[config.mk]
export PLATFORM = sky130hd
export DESIGN_NAME = key_stop_ctrl_flat
export DESIGN_NICKNAME = d
export VERILOG_FILES = /design/src/rtl/key_stop_ctrl_pkg.sv /design/src/rtl/key_stop_ctrl_if.sv /design/src/rtl/key_stop_ctrl_sync_2ff.sv /design/src/rtl/key_stop_ctrl.sv /design/src/flat_wrapper.sv
export SDC_FILE = /design/constraint.sdc
export NUM_CORES = 1
export LEC_CHECK = 0
export CAP_MARGIN = 15
export CORE_MARGIN = 8
export CORE_UTILIZATION = 32
export CTS_CLUSTER_DIAMETER = 60
export DETAILED_ROUTE_END_ITERATION = 12
export GPL_TIMING_DRIVEN = 0
export PLACE_DENSITY = 0.5
export SYNTH_ARGS = -nofsm -noshare
export SYNTH_HDL_FRONTEND = slang
export SYNTH_HIERARCHICAL = 1
export SYNTH_SLANG_ARGS = --single-unit
[constraint.sdc]
create_clock -name clk -period 2.6 [get_ports clk]
set_input_delay 0.52 -clock clk [delete_from_list [all_inputs] [get_ports clk]]
set_output_delay 0.52 -clock clk [all_outputs]
set_load 0.02 [all_outputs]
[src/rtl/key_stop_ctrl_pkg.sv]
// Shared definitions for the push-button front end: filter FSM encodings,
// board clock-rate constants and small helpers reused by the LED sequencer.
package key_stop_ctrl_pkg;

  // Debounce filter states.
  typedef enum logic [1:0] {
    KS_IDLE           = 2'd0,
    KS_PRESS_FILTER   = 2'd1,
    KS_PRESSED        = 2'd2,
    KS_RELEASE_FILTER = 2'd3
  } ks_state_e;

  // Board clock and default timing (50 MHz).
  localparam int unsigned CLK_FREQ_HZ         = 50_000_000;
  localparam int unsigned DEF_DEBOUNCE_CYCLES = 1_000_000;    // 20 ms
  localparam int unsigned DEF_LONG_CYCLES     = 100_000_000;  // 2 s

  // Convert a duration in milliseconds to clock cycles at CLK_FREQ_HZ.
  function automatic int unsigned ms_to_cycles(input int unsigned ms);
    return (CLK_FREQ_HZ / 1000) * ms;
  endfunction

  // Debounced level implied by a filter state: the key counts as held until
  // the release filter has fully confirmed the release.
  function automatic logic key_level_of(input ks_state_e st);
    return (st == KS_PRESSED) || (st == KS_RELEASE_FILTER);
  endfunction

  // Increment that sticks at lim instead of wrapping.
  function automatic logic [31:0] sat_inc(input logic [31:0] v, input logic [31:0] lim);
    return (v < lim) ? v + 32'd1 : v;
  endfunction

endpackage

[src/rtl/key_stop_ctrl_if.sv]
// Key input and debounced outputs between the button front end and its user.
interface key_stop_ctrl_if;

  logic key_n;       // raw button, active-low, asynchronous
  logic key_level;   // debounced state, 1 = pressed
  logic key_pulse;   // one-cycle strobe per accepted press
  logic long_pulse;  // one-cycle strobe when a hold gets long
  logic stop;        // toggle level to the LED sequencer, 1 = frozen

  // Environment side: owns the button, consumes the results.
  modport master (
    output key_n,
    input  key_level,
    input  key_pulse,
    input  long_pulse,
    input  stop
  );

  // Controller side.
  modport slave (
    input  key_n,
    output key_level,
    output key_pulse,
    output long_pulse,
    output stop
  );

endinterface

[src/rtl/key_stop_ctrl_sync_2ff.sv]
// Two-flop synchroniser for a single asynchronous board input. The reset
// value is a parameter so idle-high and idle-low inputs both come out of
// reset in their inactive state.
module sync_2ff #(
  parameter bit RESET_VAL = 1'b0
) (
  input  logic clk,
  input  logic rst_n,
  input  logic d,
  output logic q
);

  logic meta_q;
  logic sync_q;

  // Shift the input through two flops; the first may go metastable.
  always_ff @(posedge clk) begin
    if (!rst_n) begin
      meta_q <= RESET_VAL;
      sync_q <= RESET_VAL;
    end else begin
      meta_q <= d;
      sync_q <= meta_q;
    end
  end

  assign q = sync_q;

endmodule

[src/rtl/key_stop_ctrl.sv]
// Push-button front end for the LED running light. Synchronises and debounces
// the active-low key, strobes on each accepted press, toggles the registered
// stop level per press and flags a long hold with a separate one-shot.
module key_stop_ctrl
  import key_stop_ctrl_pkg::*;
#(
  parameter int unsigned DEBOUNCE_CYCLES = DEF_DEBOUNCE_CYCLES,  // >= 2
  parameter int unsigned LONG_CYCLES     = DEF_LONG_CYCLES       // > DEBOUNCE_CYCLES
) (
  input  logic          clk,
  input  logic          rst_n,
  key_stop_ctrl_if.slave bus
);

  localparam logic [31:0] DebLast  = 32'(DEBOUNCE_CYCLES - 1);
  localparam logic [31:0] LongLast = 32'(LONG_CYCLES - 1);
  localparam logic [31:0] LongSat  = 32'(LONG_CYCLES);

  logic key_s;  // synchronised key, 0 = pressed

  ks_state_e   state_q, state_d;
  logic [31:0] cnt_q, cnt_d;    // stable-cycle counter for both filters
  logic [31:0] hold_q, hold_d;  // cycles spent in PRESSED for this press

  logic key_level_q, key_level_d;
  logic key_pulse_q, key_pulse_d;
  logic long_pulse_q, long_pulse_d;
  logic stop_q, stop_d;
  logic press_accept;

  sync_2ff #(
    .RESET_VAL(1'b1)
  ) u_sync (
    .clk  (clk),
    .rst_n(rst_n),
    .d    (bus.key_n),
    .q    (key_s)
  );

  // State and counter registers.
  always_ff @(posedge clk) begin
    if (!rst_n) begin
      state_q <= KS_IDLE;
      cnt_q   <= '0;
      hold_q  <= '0;
    end else begin
      state_q <= state_d;
      cnt_q   <= cnt_d;
      hold_q  <= hold_d;
    end
  end

  // Next-state and counter update for the debounce filter.
  always_comb begin
    state_d = state_q;
    cnt_d   = cnt_q;
    hold_d  = hold_q;
    unique case (state_q)
      KS_IDLE: begin
        if (!key_s) begin
          state_d = KS_PRESS_FILTER;
          cnt_d   = '0;
        end
      end
      KS_PRESS_FILTER: begin
        if (key_s) begin
          // Bounce: start over.
          state_d = KS_IDLE;
          cnt_d   = '0;
        end else if (cnt_q == DebLast) begin
          state_d = KS_PRESSED;
          cnt_d   = '0;
          hold_d  = '0;
        end else begin
          cnt_d = cnt_q + 32'd1;
        end
      end
      KS_PRESSED: begin
        hold_d = sat_inc(hold_q, LongSat);
        if (key_s) begin
          state_d = KS_RELEASE_FILTER;
          cnt_d   = '0;
        end
      end
      KS_RELEASE_FILTER: begin
        // hold stays frozen here so a release bounce does not restart it.
        if (!key_s) begin
          state_d = KS_PRESSED;
          cnt_d   = '0;
        end else if (cnt_q == DebLast) begin
          state_d = KS_IDLE;
          cnt_d   = '0;
        end else begin
          cnt_d = cnt_q + 32'd1;
        end
      end
      default: begin
        state_d = KS_IDLE;
        cnt_d   = '0;
      end
    endcase
  end

  // Next values of the registered outputs, decoded from the transition taken.
  always_comb begin
    press_accept = (state_q == KS_PRESS_FILTER) && !key_s && (cnt_q == DebLast);
    key_pulse_d  = press_accept;
    stop_d       = stop_q ^ press_accept;
    // hold saturates above LongLast, so this fires once per press.
    long_pulse_d = (state_q == KS_PRESSED) && (hold_q == LongLast);
    key_level_d  = key_level_of(state_d);
  end

  // Output registers; nothing reaches the outputs combinationally.
  always_ff @(posedge clk) begin
    if (!rst_n) begin
      key_level_q  <= 1'b0;
      key_pulse_q  <= 1'b0;
      long_pulse_q <= 1'b0;
      stop_q       <= 1'b0;
    end else begin
      key_level_q  <= key_level_d;
      key_pulse_q  <= key_pulse_d;
      long_pulse_q <= long_pulse_d;
      stop_q       <= stop_d;
    end
  end

  assign bus.key_level  = key_level_q;
  assign bus.key_pulse  = key_pulse_q;
  assign bus.long_pulse = long_pulse_q;
  assign bus.stop       = stop_q;

  // The two strobes come from mutually exclusive states.
  assert property (@(posedge clk) disable iff (!rst_n) !(key_pulse_q && long_pulse_q));

endmodule
[src/flat_wrapper.sv]
// flat-port wrapper written by rule: the top's interface ports become plain ports
module key_stop_ctrl_flat import key_stop_ctrl_pkg::*;
#(
  parameter int unsigned DEBOUNCE_CYCLES = DEF_DEBOUNCE_CYCLES,         
  parameter int unsigned LONG_CYCLES     = DEF_LONG_CYCLES                           
)
  (clk, rst_n, bus_key_n, bus_key_level, bus_key_pulse, bus_long_pulse, bus_stop);
  key_stop_ctrl_if bus_i ();
  input  logic clk;
  input  logic rst_n;
  input wire logic [$bits(bus_i.key_n)-1:0] bus_key_n;
  output wire logic [$bits(bus_i.key_level)-1:0] bus_key_level;
  output wire logic [$bits(bus_i.key_pulse)-1:0] bus_key_pulse;
  output wire logic [$bits(bus_i.long_pulse)-1:0] bus_long_pulse;
  output wire logic [$bits(bus_i.stop)-1:0] bus_stop;
  assign bus_i.key_n = bus_key_n;
  assign bus_key_level = bus_i.key_level;
  assign bus_key_pulse = bus_i.key_pulse;
  assign bus_long_pulse = bus_i.long_pulse;
  assign bus_stop = bus_i.stop;
  key_stop_ctrl #(.DEBOUNCE_CYCLES(DEBOUNCE_CYCLES), .LONG_CYCLES(LONG_CYCLES)) u_core (.clk(clk), .rst_n(rst_n), .bus(bus_i));
endmodule
==> impl_metrics.toml <==
[placed_design]
dp_hpwl_mm = 5.50
place_area_um2 = 3630
io_buffers = 6
place_congestion = 0.771

[timing]
finalSetupViolCount = 0
skew_ns = 0.0102
clock.fmax_mhz = 412
final_hold_viol_count = 0
fin_crit_sh_pct = 93.5
slew_viol_final = 0
worst_pin_slew_ns = 0.559
slew_headroom_pct = 62.6
fin_crit_ns = 2.43
fin_tns_setup_ns = 0

[yosys]
yosysMostFrequentCell = "dfxtp_1"
synthTopCellsByArea = "dfxtp_1 (42%), xor2_1 (7.0%), nor2_1 (6.6%)"
seq_area_frac_synth_pct = 41.8
yosysTopAreaCell = "dfxtp_1"
synthArstFlopShare_pct = 0
syn_inst = 394
yosysUniqueCellTypes = 49
yosys_warnings = 6
syn-num-nets = 399
netlist_area_um2 = 3400
ys_ff_latch = 71
synth_top_area_share_pct = 41.8
synthFlopType = "dfxtp_1"
synthTopCellsByCount = "dfxtp_1 (71), nor2_1 (60), nand2_1 (30), xor2_1 (27), nand4_1 (20)"
synth-edff-count = 0
postSynthAreaPerCell_um2 = 8.63

[layout]
drive_above_1_share_pct = 12.0
fillers = 1054
antenna_cells = 0
fin_nets = 424
final_core_util_pct = 37.9
syn_to_final_growth_pct = 15.1
stdcell_area_um2 = 3910

[drt]
post_drt_wl_per_cell_um = 14.3
wl_met3_um = 372
wl_met2_mm = 3.36
vias = 2890
viasPerCell = 5.16
first_iter_violations = 214
firstDrtPassIters = 5
wl_mm = 7.98
drc = 0
ant_nets = 0
wl_met1_mm = 4.16
top_layer = "met4"

[critical_path]
end_kind = "flip-flop"
worstRegToRegCells = 6
rr_startpoint = "u_core/cnt_q[4]"
crit_required_ns = 2.88
rr_endpoint = "u_core/cnt_q[25]"
max_stage_delay_ns = 0.65
crit_path_max_fanout = 7
arrival_ns = 2.71
crit_end = "u_core/cnt_q[25]"
start_kind = "flip-flop"
critPathLaunch = "u_core/cnt_q[4]"
cp_slowest_cell = "or4_1"
cp_cell_sequence = "nand4_1 -> or4_1 -> nor3_1 -> nand3_1 -> or3_1 -> a21oi_1"
reg2reg_slack_ns = 0.17
crit_type = "flip-flop to flip-flop"

[pwr]
ir_drop_uv = 163
swShare_pct = 24.8
p_clk_share_pct = 42.0
cellPowerDensity_nw_per_um2 = 502
p_int_uw = 1480
combPwrFrac_pct = 2.5
switchingPower_uw = 487
total_leakage_power_uw = 0.00133
power_frac_seq_pct = 55.5

[cts]
insertion_delay_ns = 0.36
cts_num_sinks = 71
clk_pin_slew_ns = 0.08
holdBufCountCts = 0
cts_tree = "yes"
clockBufferDepth = 2
clockRootBuffer = "clkbuf_8"
htreeDepth = 3
cts_buffers = 9

[grt]
grt-ovfl-total = 0
grt_antenna_before_repair = 0
grt_pass1_wl_mm = 13.6
grt_pass1_vias = 2710
track_usage_pct = 11.9
grt_max_degree = 14

[floorplanning]
die_area_um2 = 14200
rows = 37
start_util_pct = 32.9
io_pins = 7
die_h_um = 119
die_x_um = 119
coreArea_um2 = 10300

[run]
drv_cap = 0

[worst_hold_path]
hp-class = "flip-flop to flip-flop"

[status]
outcome = "complete, no violations"
worst max-delay path: cells and delay by family, from the launching register on:
family / cells / cell delay, ns
AOI/OAI and AO/OA: 1 / 0.15
DFF: 1 / 0.43
and+or+nand+nor: 5 / 1.78
cell families after synthesis:
family / synth area share, %
and+or+nand+nor: 31.0
DFF: 41.8
AOI/OAI and AO/OA: 13.5
xor gates and xnor gates: 9.28
buffers and inverters: 3.09
muxes: 0.589
adders and majority gates: 0.736
placed cells by master, fill, tap and decap left out, drive strengths merged, types with 3 or more instances in the layout:
master	instances
dfxtp	71
nor2	60
nand2	30
xor2	27
clkbuf	21
nand4	20
a21oi	19
o21ai	18
buf	14
and3	12
nand3	11
nor3	11
and2	10
xnor2	9
o211ai	8
or4	7
nor4	7
clkdlybuf4s50	6
or3	6
inv	6
a31oi	5
and4	5
clkinvlp	3
nand4b	3
or4b	3
nand2b	3
nor4b	3
metrics by stage:
step | total power (uW) | std cells | hold WS [ns] | setup WS (ns)
detailed placement | 1160 | 536 | 0.396 | -0.131
floorplan | 1140 | 394 | 0.386 | 0.380
global placement | 1160 | 536 | 0.402 | -0.114
CTS | 1990 | 555 | 0.422 | 0.0107
global route | 2060 | 560 | 0.457 | -0.00171
finish | 1960 | 560 | 0.427 | 0.170
routing by layer:
metal / up-vias / track usage, %
met2: 49 / 17.0
met3: 6 / 3.68
met4: 0 / 4.98
li1: 1476 / -
met5: - / 0
met1: 1359 / 16.1
sequential cells by signal (all words and copies together), names as in the netlist:
signal and cells:
u_core/bus.long_pulse 1, u_core/u_sync/meta_q 1, u_core/bus.key_pulse 1, u_core/u_sync/q 1, u_core/state_q 2, u_core/bus.stop 1, u_core/hold_q 32, u_core/cnt_q 32
power groups by stage:
stage	sequential [uW]	combinational (uW)	clock, uW
2_1_floorplan	1110	25.6	0
3_3_place_gp	1120	44.2	0
3_5_place_dp	1120	43.8	0
4_1_cts	1090	45.5	851
5_1_grt	1090	55.1	912
6_report	1090	49.3	825
how the worst min path moves through the flow:
| stage | from | to | slack [ns] | depth (start not counted) |
|---|---|---|---|---|
| 3_3_place_gp | u_core/u_sync/meta_q | u_core/u_sync/q | 0.40 | 1 |
| 3_5_place_dp | u_core/u_sync/meta_q | u_core/u_sync/q | 0.40 | 1 |
| 5_1_grt | u_core/u_sync/meta_q | u_core/u_sync/q | 0.46 | 1 |
| 6_report | u_core/u_sync/meta_q | u_core/u_sync/q | 0.43 | 1 |
| 4_1_cts | u_core/u_sync/meta_q | u_core/u_sync/q | 0.42 | 1 |
| 2_1_floorplan | u_core/u_sync/meta_q | u_core/u_sync/q | 0.39 | 1 |
cell type report:
class	count	area [um2]	share of cell area [%]
Buffer	17	90.1	2.30
Clock buffer	10	138	3.52
Inverter	5	18.8	0.480
Multi-Input combinational cell	301	1910	48.8
Tap cell	136	170	4.35
Timing Repair Buffer	14	120	3.07
Sequential cell	71	1420	36.4
Clock inverter	6	45.0	1.15
what timing repair did:
item	CTS	global route
resized for setup	2	9
pin swaps	2	3
buffers inserted	3	5
setup endpoints to repair	38	20
No activity file was read; power rests on OpenSTA's default activity.
